`src/rtl/load_v_arbiter_if.sv`:
```
// ----------------------------------------------------------------------------
// load_v_arbiter_if
//   Groups the requester-side and load_v-side signals of load_v_arbiter.
//   Clock and reset stay plain ports on the arbiter itself.
//
//   Requester side:
//     req_valid  [NUM_REQ]      request pending, addr/len held until req_ack
//     req_addr   [NUM_REQ][24]  DRAM start address per requester
//     req_len    [NUM_REQ][10]  length in elements per requester
//     req_ack    [NUM_REQ]      one-cycle pulse, request accepted
//     tile_valid [NUM_REQ]      one-hot, granted requester samples data_out
//     tile_idx   [6]            tile index within the current transfer
//     done       [NUM_REQ]      one-cycle completion pulse
//     grant_id   [IDW]          current or last granted requester
//     busy                      arbiter is not idle
//     err                       sticky error flag
//   load_v side:
//     lv_valid_in, lv_dram_addr[24], lv_length[10]   start command
//     lv_tile_out, lv_valid_out                      tile / completion strobes
//
//   Modport master is the arbiter; modport slave is its environment.
// ----------------------------------------------------------------------------
interface load_v_arbiter_if #(
  parameter int NUM_REQ = 2
);
  localparam int IDW = (NUM_REQ > 1) ? $clog2(NUM_REQ) : 1;

  logic [NUM_REQ-1:0]        req_valid;
  logic [NUM_REQ-1:0][23:0]  req_addr;
  logic [NUM_REQ-1:0][9:0]   req_len;
  logic [NUM_REQ-1:0]        req_ack;

  logic                      lv_valid_in;
  logic [23:0]               lv_dram_addr;
  logic [9:0]                lv_length;
  logic                      lv_tile_out;
  logic                      lv_valid_out;

  logic [NUM_REQ-1:0]        tile_valid;
  logic [5:0]                tile_idx;
  logic [NUM_REQ-1:0]        done;
  logic [IDW-1:0]            grant_id;
  logic                      busy;
  logic                      err;

  modport master (
    input  req_valid, req_addr, req_len, lv_tile_out, lv_valid_out,
    output req_ack, lv_valid_in, lv_dram_addr, lv_length,
           tile_valid, tile_idx, done, grant_id, busy, err
  );

  modport slave (
    output req_valid, req_addr, req_len, lv_tile_out, lv_valid_out,
    input  req_ack, lv_valid_in, lv_dram_addr, lv_length,
           tile_valid, tile_idx, done, grant_id, busy, err
  );
endinterface

```
`src/rtl/load_v_arbiter.sv`:
```
// ----------------------------------------------------------------------------
// load_v_arbiter
//   Round-robin arbiter and sequencer sharing a single load_v vector-load
//   engine between NUM_REQ requesters. One request is served at a time:
//   the arbiter issues the load_v start command, steers each tile strobe
//   back to the granted requester with a tile index, pulses done at the end,
//   and raises a sticky err on tile-count mismatch or a stalled transfer.
//
//   Ports:
//     clk   system clock, rising edge
//     rst   synchronous reset, active-high
//     bus   load_v_arbiter_if.master (request, load_v and status signals)
//
//   Parameters:
//     NUM_REQ     number of requesters (2..8)
//     TILE_WIDTH  bits per load_v tile
//     DATA_WIDTH  bits per element
//     TIMEOUT     max cycles between tile strobes before aborting
// ----------------------------------------------------------------------------
module load_v_arbiter #(
  parameter int NUM_REQ    = 2,
  parameter int TILE_WIDTH = 256,
  parameter int DATA_WIDTH = 8,
  parameter int TIMEOUT    = 1024
) (
  input  logic             clk,
  input  logic             rst,
  load_v_arbiter_if.master bus
);

  localparam int IDW = (NUM_REQ > 1) ? $clog2(NUM_REQ) : 1;
  localparam int WDW = $clog2(TIMEOUT + 1);

  typedef enum logic [2:0] {
    IDLE,
    ISSUE,
    WAIT,
    COMPLETE,
    DRAIN
  } state_e;

  state_e          state_q,  state_d;
  logic [IDW-1:0]  rr_ptr_q, rr_ptr_d;
  logic [IDW-1:0]  grant_q,  grant_d;
  logic [23:0]     addr_q,   addr_d;
  logic [9:0]      len_q,    len_d;
  logic [15:0]     exp_q,    exp_d;
  logic [15:0]     cnt_q,    cnt_d;
  logic [WDW-1:0]  wdog_q,   wdog_d;
  logic            err_q,    err_d;

  logic            pick_found;
  logic [IDW-1:0]  pick_id;
  logic [IDW-1:0]  cand_id;
  logic [9:0]      pick_len;
  logic [31:0]     need_bits;
  logic [15:0]     exp_calc;
  logic [15:0]     cnt_now;

  // Round-robin search starting just after the last grant, wrapping around.
  always_comb begin
    pick_found = 1'b0;
    pick_id    = '0;
    cand_id    = '0;
    for (int i = 1; i <= NUM_REQ; i++) begin
      cand_id = IDW'((int'(rr_ptr_q) + i) % NUM_REQ);
      if (!pick_found && bus.req_valid[cand_id]) begin
        pick_found = 1'b1;
        pick_id    = cand_id;
      end
    end
  end

  // Expected tile count, rounded up, computed wide so nothing truncates.
  always_comb begin
    pick_len  = bus.req_len[pick_id];
    need_bits = 32'(pick_len) * 32'(DATA_WIDTH) + 32'(TILE_WIDTH - 1);
    exp_calc  = 16'(need_bits / 32'(TILE_WIDTH));
  end

  // Tile count including a strobe arriving this very cycle, so a final
  // strobe coinciding with lv_valid_out is counted before the check.
  assign cnt_now = cnt_q + 16'(bus.lv_tile_out);

  always_comb begin
    state_d  = state_q;
    rr_ptr_d = rr_ptr_q;
    grant_d  = grant_q;
    addr_d   = addr_q;
    len_d    = len_q;
    exp_d    = exp_q;
    cnt_d    = cnt_q;
    wdog_d   = wdog_q;
    err_d    = err_q;

    unique case (state_q)
      IDLE: begin
        if (pick_found) begin
          addr_d   = bus.req_addr[pick_id];
          len_d    = pick_len;
          grant_d  = pick_id;
          rr_ptr_d = pick_id;
          exp_d    = exp_calc;
          cnt_d    = '0;
          wdog_d   = '0;
          // Zero-length requests never start load_v.
          state_d  = (pick_len == 10'd0) ? COMPLETE : ISSUE;
        end
      end

      ISSUE: begin
        wdog_d  = '0;
        state_d = WAIT;
      end

      WAIT: begin
        if (bus.lv_tile_out) begin
          cnt_d  = cnt_now;
          wdog_d = '0;
          if (cnt_now > exp_q) begin
            err_d = 1'b1;
          end
        end else begin
          wdog_d = wdog_q + 1'b1;
        end

        // Completion wins over a watchdog expiry in the same cycle.
        if (bus.lv_valid_out) begin
          state_d = COMPLETE;
          if (cnt_now != exp_q) begin
            err_d = 1'b1;
          end
        end else if (!bus.lv_tile_out && wdog_q == WDW'(TIMEOUT - 1)) begin
          err_d   = 1'b1;
          wdog_d  = '0;
          state_d = DRAIN;
        end
      end

      // load_v may still be mid-transfer; hold off any restart until it
      // finishes or a second timeout elapses.
      DRAIN: begin
        if (bus.lv_valid_out || wdog_q == WDW'(TIMEOUT - 1)) begin
          wdog_d  = '0;
          state_d = COMPLETE;
        end else begin
          wdog_d = wdog_q + 1'b1;
        end
      end

      COMPLETE: begin
        state_d = IDLE;
      end

      default: begin
        state_d = IDLE;
      end
    endcase
  end

  always_ff @(posedge clk) begin
    if (rst) begin
      state_q  <= IDLE;
      rr_ptr_q <= IDW'(NUM_REQ - 1);
      grant_q  <= '0;
      addr_q   <= '0;
      len_q    <= '0;
      exp_q    <= '0;
      cnt_q    <= '0;
      wdog_q   <= '0;
      err_q    <= 1'b0;
    end else begin
      state_q  <= state_d;
      rr_ptr_q <= rr_ptr_d;
      grant_q  <= grant_d;
      addr_q   <= addr_d;
      len_q    <= len_d;
      exp_q    <= exp_d;
      cnt_q    <= cnt_d;
      wdog_q   <= wdog_d;
      err_q    <= err_d;
    end
  end

  // req_ack is gated by rst so no acknowledge escapes while reset is held.
  always_comb begin
    bus.req_ack    = '0;
    bus.tile_valid = '0;
    bus.done       = '0;
    if (state_q == IDLE && pick_found && !rst) begin
      bus.req_ack[pick_id] = 1'b1;
    end
    if (state_q == WAIT && bus.lv_tile_out) begin
      bus.tile_valid[grant_q] = 1'b1;
    end
    if (state_q == COMPLETE) begin
      bus.done[grant_q] = 1'b1;
    end
  end

  assign bus.lv_valid_in  = (state_q == ISSUE);
  assign bus.lv_dram_addr = addr_q;
  assign bus.lv_length    = len_q;
  assign bus.tile_idx     = cnt_q[5:0];
  assign bus.grant_id     = grant_q;
  assign bus.busy         = (state_q != IDLE);
  assign bus.err          = err_q;

endmodule
```
`src/flat_wrapper.sv`:
```
// flat-port wrapper written by rule: the top's interface ports become plain ports
module load_v_arbiter_flat 
#(
  parameter int NUM_REQ    = 2,
  parameter int TILE_WIDTH = 256,
  parameter int DATA_WIDTH = 8,
  parameter int TIMEOUT    = 1024
)
  (clk, rst, bus_req_valid, bus_req_addr, bus_req_len, bus_lv_tile_out, bus_lv_valid_out, bus_req_ack, bus_lv_valid_in, bus_lv_dram_addr, bus_lv_length, bus_tile_valid, bus_tile_idx, bus_done, bus_grant_id, bus_busy, bus_err);
  load_v_arbiter_if #(.NUM_REQ(NUM_REQ)) bus_i ();
  input  logic clk;
  input  logic rst;
  input wire logic [$bits(bus_i.req_valid)-1:0] bus_req_valid;
  input wire logic [$bits(bus_i.req_addr)-1:0] bus_req_addr;
  input wire logic [$bits(bus_i.req_len)-1:0] bus_req_len;
  input wire logic [$bits(bus_i.lv_tile_out)-1:0] bus_lv_tile_out;
  input wire logic [$bits(bus_i.lv_valid_out)-1:0] bus_lv_valid_out;
  output wire logic [$bits(bus_i.req_ack)-1:0] bus_req_ack;
  output wire logic [$bits(bus_i.lv_valid_in)-1:0] bus_lv_valid_in;
  output wire logic [$bits(bus_i.lv_dram_addr)-1:0] bus_lv_dram_addr;
  output wire logic [$bits(bus_i.lv_length)-1:0] bus_lv_length;
  output wire logic [$bits(bus_i.tile_valid)-1:0] bus_tile_valid;
  output wire logic [$bits(bus_i.tile_idx)-1:0] bus_tile_idx;
  output wire logic [$bits(bus_i.done)-1:0] bus_done;
  output wire logic [$bits(bus_i.grant_id)-1:0] bus_grant_id;
  output wire logic [$bits(bus_i.busy)-1:0] bus_busy;
  output wire logic [$bits(bus_i.err)-1:0] bus_err;
  assign bus_i.req_valid = bus_req_valid;
  assign bus_i.req_addr = bus_req_addr;
  assign bus_i.req_len = bus_req_len;
  assign bus_i.lv_tile_out = bus_lv_tile_out;
  assign bus_i.lv_valid_out = bus_lv_valid_out;
  assign bus_req_ack = bus_i.req_ack;
  assign bus_lv_valid_in = bus_i.lv_valid_in;
  assign bus_lv_dram_addr = bus_i.lv_dram_addr;
  assign bus_lv_length = bus_i.lv_length;
  assign bus_tile_valid = bus_i.tile_valid;
  assign bus_tile_idx = bus_i.tile_idx;
  assign bus_done = bus_i.done;
  assign bus_grant_id = bus_i.grant_id;
  assign bus_busy = bus_i.busy;
  assign bus_err = bus_i.err;
  load_v_arbiter #(.NUM_REQ(NUM_REQ), .TILE_WIDTH(TILE_WIDTH), .DATA_WIDTH(DATA_WIDTH), .TIMEOUT(TIMEOUT)) u_core (.clk(clk), .rst(rst), .bus(bus_i));
endmodule
```
`config.mk`:
```
export PLATFORM = sky130hd
export DESIGN_NAME = load_v_arbiter_flat
export DESIGN_NICKNAME = d
export VERILOG_FILES = /design/src/rtl/load_v_arbiter_if.sv /design/src/rtl/load_v_arbiter.sv /design/src/flat_wrapper.sv
export SDC_FILE = /design/constraint.sdc
export NUM_CORES = 1
export LEC_CHECK = 0
export BUFFER_PORTS_ARGS = -buffer_cell sky130_fd_sc_hd__buf_2
export CAP_MARGIN = 20
export CORE_MARGIN = 10
export CORE_UTILIZATION = 35
export DETAILED_ROUTE_END_ITERATION = 7
export SYNTH_ARGS = -nofsm -noshare
export SYNTH_HDL_FRONTEND = slang
export SYNTH_SLANG_ARGS = --single-unit
```
`constraint.sdc`:
```
create_clock -name clk -period 2.9 [get_ports clk]
set_input_delay 0.29 -clock clk [delete_from_list [all_inputs] [get_ports clk]]
set_output_delay 0.29 -clock clk [all_outputs]
set_load 0.02 [all_outputs]
```
**Word level (Yosys, flattened, before mapping)**

Index checks and enable logic that the tools add are counted.

- Input bits: 74
- Output and inout port bits: 50
- Bits in registers: 83

- Muxes and demuxes: 39
- $add $sub $neg: 5
- Reduce and logical (&&, ||, !) cells: 20
- Magnitude comparators: 7
- Eq/ne operators: 10

Operators by type and width:

| operator | count |
|---|---|
| $mux 11 | 5 |
| $mux 24 | 2 |
| $pmux 11 s4 | 1 |
| $mux 16 | 2 |
| $pmux 16 s2 | 1 |
| $mux 10 | 2 |
| $add 16x1->16 | 1 |
| $gt 16x16->1 | 1 |
| $ne 16x16->1 | 1 |
| $mux 1 | 15 |
| $add 13x8->14 const B | 1 |
| $mux 3 | 4 |
| $pmux 3 s4 | 1 |
| $add 11x1->11 const B | 1 |
| $eq 11x10->1 const B | 1 |
| $logic_not 10->1 | 1 |
| $lt 1x2->1 const B | 4 |
| $mux 2 | 4 |
| $logic_and 1x1->1 | 7 |
| $eq 3x2->1 const B | 2 |
| $reduce_and 3->1 | 2 |
| $ne 2x1->1 const B | 2 |
| $reduce_and 2->1 | 2 |
| $reduce_bool 4->1 | 1 |
| other kinds (12) | 17 |

**Depth between registers and ports, before layout**

- Depth after elaboration: 13
- Gate-level depth with buffers: 9
- Gate-level depth less buffers: 9

**Least setup slack after synthesis**

No wires, ideal clock.

- Path type: reg-to-reg
- Start point: register u_core.cnt_q[0]
- End point: register u_core.err_q (netlist: u_core.bus.err)
- Stages on the path, launching flop included: 10
- Arrival time: 1.880 ns
- Period minus slack after synthesis: 2.019 ns
- Path slack: 0.881 ns
- Library setup time: 0.138 ns
- Path buffers: 0
- Path through: dfxtp_1 -> ha_1 -> and3_1 -> nand2_1 -> xnor2_1 -> ha_1 -> nand4_1 -> or2_2 -> a22oi_1 -> a31oi_1

- Longest elaborated chain between the ends: 6

RTL lines:

| what | line | text |
|---|---|---|
| from (decl) | load_v_arbiter.sv:48 | `logic [15:0] cnt_q, cnt_d;` |
| from (signal assigned) | load_v_arbiter.sv:179 | `cnt_q <= cnt_d;` |
| $add 16x1->16 * | load_v_arbiter.sv:83 | `assign cnt_now = cnt_q + 16'(bus.lv_tile_out);` |
| $gt 16x16->1 | load_v_arbiter.sv:120 | `if (cnt_now > exp_q) begin` |
| $mux 1 | load_v_arbiter.sv:120 |  |
| $mux 1 | load_v_arbiter.sv:117 | `if (bus.lv_tile_out) begin` |
| $mux 1 (on tied branches) | load_v_arbiter.sv:133, load_v_arbiter.sv:130 |  |
| $mux 1 * | load_v_arbiter.sv:128 | `if (bus.lv_valid_out) begin` |
| to (signal assigned) | load_v_arbiter.sv:181 | `err_q <= err_d;` |
| to (decl) | load_v_arbiter.sv:50 | `logic err_q, err_d;` |

Every way passes the cells marked *; elsewhere a longest branch is shown, timed or not.
A chain may end at the register's enable or synchronous reset.

**Worst setup path after layout**

- Start point: register u_core.state_q[0]
- End point: output port bus_req_ack[0]

- Longest elaborated chain between the ends: 4

RTL lines:

| what | line | text |
|---|---|---|
| from (decl) | load_v_arbiter.sv:42 | `state_e state_q, state_d;` |
| from (signal assigned) | load_v_arbiter.sv:173 | `state_q <= state_d;` |
| $logic_not 3->1 | load_v_arbiter.sv:190 | `if (state_q == IDLE && pick_found && !rst) begin` |
| $logic_and 1x1->1 (2 in series) | load_v_arbiter.sv:190 |  |
| $mux 2 | load_v_arbiter.sv:190 |  |
| to (decl) | flat_wrapper.sv:18 | `output wire logic [$bits(bus_i.req_ack)-1:0] bus_req_ack;` |

Every way passes these cells.

==> run summary <==
Seq cells post-synth: 73
pre-CTS WS: 578 ps
maximum vdd drop: 233 uV
cts hold-fix bufs: 0
max incr delay on CP: 510 ps
Tot Pwr: 2.94 mW
Ys Warns: 0
leakage dissipation: 2.12 nW
unrepaired setup endpoints after global routing: false
die area: 16,200 sq um
area share of the largest cell type after synthesis: 0.362
Final Hold Fails: 0
Num Clock Sinks: 73
Max Root-Sink Buffers: 2
core region area: 11,400 sq um
CP required: 2610 ps
grt ovf: 0
Slew headroom: 0.377
die span in y: 127 um
Netlist cell types: 64
initial drt markers: 296
nets@finish: 697
row count: 39
syn_nets: 596
Slowest-stage cell, CP: nor3_2
Hold Path Sink: u_core.bus.lv_dram_addr[2]
share of layout cells above drive strength 1: 0.270
final worst setup slack: 378 ps
Synth area leader: dfxtp_1
top area cells in the synthesized netlist: dfxtp_1 (36%), nand2_1 (7.4%), a311oi_1 (6.9%)
setup TNS: 0 ps
Post-synth top cells: nand2_1 (80), dfxtp_1 (73), nor2_1 (64)
Crit. End Element: output port
Final Critical Period: 2520 ps
fmax: 397 MHz
# IOs: 124
GP Congestion: 0.869
hpwl dp: 9300 um
CTS tree: yes
routed len/inst: 16.3 um
cts bufs inserted: 9
Syn Inst Count: 513
fin crit share: 0.870
# Post-CTS Setup Buffers: 0
Root Buffer: clkbuf_16
Critical Path Start Type: register
routed vias: 4,119
Initial Util: 0.355
drt via density: 5.41
Crit Path Class: register to output port
MaxCap Viol Count: 0
initial antenna violation count: 0
vias in the first global route: 3,868
post-cts sizing count: 0
fraction of registers with async set/reset: 0
Most used DFF post-synth: dfxtp_1
Ant. Diodes: 0
# fillers: 1,173
Max Transition Viols Final: 0
Critical R2R Capture: u_core.bus.err
antenna-violating nets left: 0
pin count of the biggest net entering global routing: 49
actual slew at the worst max-slew pin: 934 ps
status: finished clean
most common cell in the netlist: nand2_1
Final Util: 0.440
drt total wl: 12,400 um
crit path max fanout: 14
Layout area overhead: 23.9%
chip width: 127 um
PwrDens: 588 nW/um^2
hold_sp: bus_req_addr[26]
Clock Skew: 5.37 ps
total track usage: 0.148
first-pass GRT wire length: 20,300 um
post-synthesis cell area: 4040 sq um
# H-tree levels: 3
cells along the critical path: nor3_2 > o21ai_1 > nor3_1 > buf_2
Remaining DRCs: 0
Hold Crit Class: input pin to register
clock latency on the worst-skew pair: 330 ps
hold depth: 3
EDFF count, synth: 0
FF-to-FF Start: u_core.cnt_q[0]
R2R cell count: 9
final setup fails: 0
post-synthesis average cell area: 7.87 sq um
Reg clk slew, reported paths: 60 ps
R2R Setup Slk: 700 ps
number of port buffers: 123
Detailed Routing Iterations Pass 1: 5
WP data arrival: 2230 ps
sequential fraction of the synthesis area: 0.362
stage by stage:
stage	std cells	hold WS [ps]	instance area [sq um]
2_1_floorplan	513	436	4040
3_3_place_gp	746	454	4720
3_5_place_dp	746	457	4720
4_1_cts	762	206	5000
5_1_grt	762	221	5000
6_report	762	217	5000
cell type report:
class | instances | area (sq um) | area share
Multi-Input combinational cell | 384 | 2330 | 0.467
Sequential cell | 73 | 1460 | 0.292
Timing Repair Buffer | 130 | 681 | 0.136
Clock buffer | 9 | 225 | 0.0450
Tap cell | 143 | 179 | 0.0358
Clock inverter | 7 | 60.1 | 0.0120
Inverter | 16 | 60.1 | 0.0120
report_power, final:
| group | switching (mW) | total [mW] | internal, mW |
|---|---|---|---|
| sequential | 0.0608 | 1.16 | 1.10 |
| clock | 0.471 | 1.07 | 0.594 |
| combinational | 0.457 | 0.715 | 0.258 |
layout by cell type (no fill, tap or decap), drive strengths merged, types with 8 or more instances in the layout:
master / synthesis / layout
a21oi: 28 / 28
a311oi: 32 / 32
buf: 16 / 130
clkbuf: 24 / 9
dfxtp: 73 / 73
ha: 9 / 9
inv: 16 / 20
mux2i: 8 / 8
nand2: 80 / 80
nand3: 12 / 12
nand3b: 8 / 8
nor2: 65 / 65
nor3: 15 / 15
nor4: 8 / 8
o21ai: 25 / 25
logic make-up after synthesis:
family	count (synthesis)	synth area share
compound gates	131	0.234
xor+xnor	7	0.0152
fa+ha+maj	9	0.0279
buf+inv	56	0.0635
flops	73	0.362
mux	8	0.0198
simple gates	229	0.278
how the worst max path moves through the flow:
stage                       from              to  slack (ps)  depth (start not counted)
2_1_floorplan    u_core.cnt_q[0]  u_core.bus.err         880                          9
3_3_place_gp     bus_lv_tile_out  u_core.bus.err         630                         10
3_5_place_dp     bus_lv_tile_out  u_core.bus.err         580                         10
4_1_cts        u_core.state_q[0]  bus_req_ack[0]         310                          4
5_1_grt        u_core.state_q[0]  bus_req_ack[0]         200                          4
6_report       u_core.state_q[0]  bus_req_ack[0]         380                          4
flip-flops by register name (all words and copies together) (netlist names):
name,flops
u_core.bus.err,1
u_core.bus.grant_id,1
u_core.bus.lv_dram_addr,24
u_core.bus.lv_length,10
u_core.cnt_q,16
u_core.exp_q,6
u_core.rr_ptr_q,1
u_core.state_q,3
u_core.wdog_q,11
per-layer routing:
| layer | track usage | wire (um) |
|---|---|---|
| met1 | 0.203 | 5990 |
| met2 | 0.218 | 5210 |
| met3 | 0.0459 | 1090 |
| met4 | 0.0455 | 129 |
| met5 | 0 | 0 |
worst max-delay path: cells and delay by family, from the launching register on:
kind | cells | cell delay (ps)
compound gates | 1 | 380
flops | 1 | 440
buf+inv | 1 | 220
simple gates | 2 | 850
No activity file was read; power rests on OpenSTA's default activity.
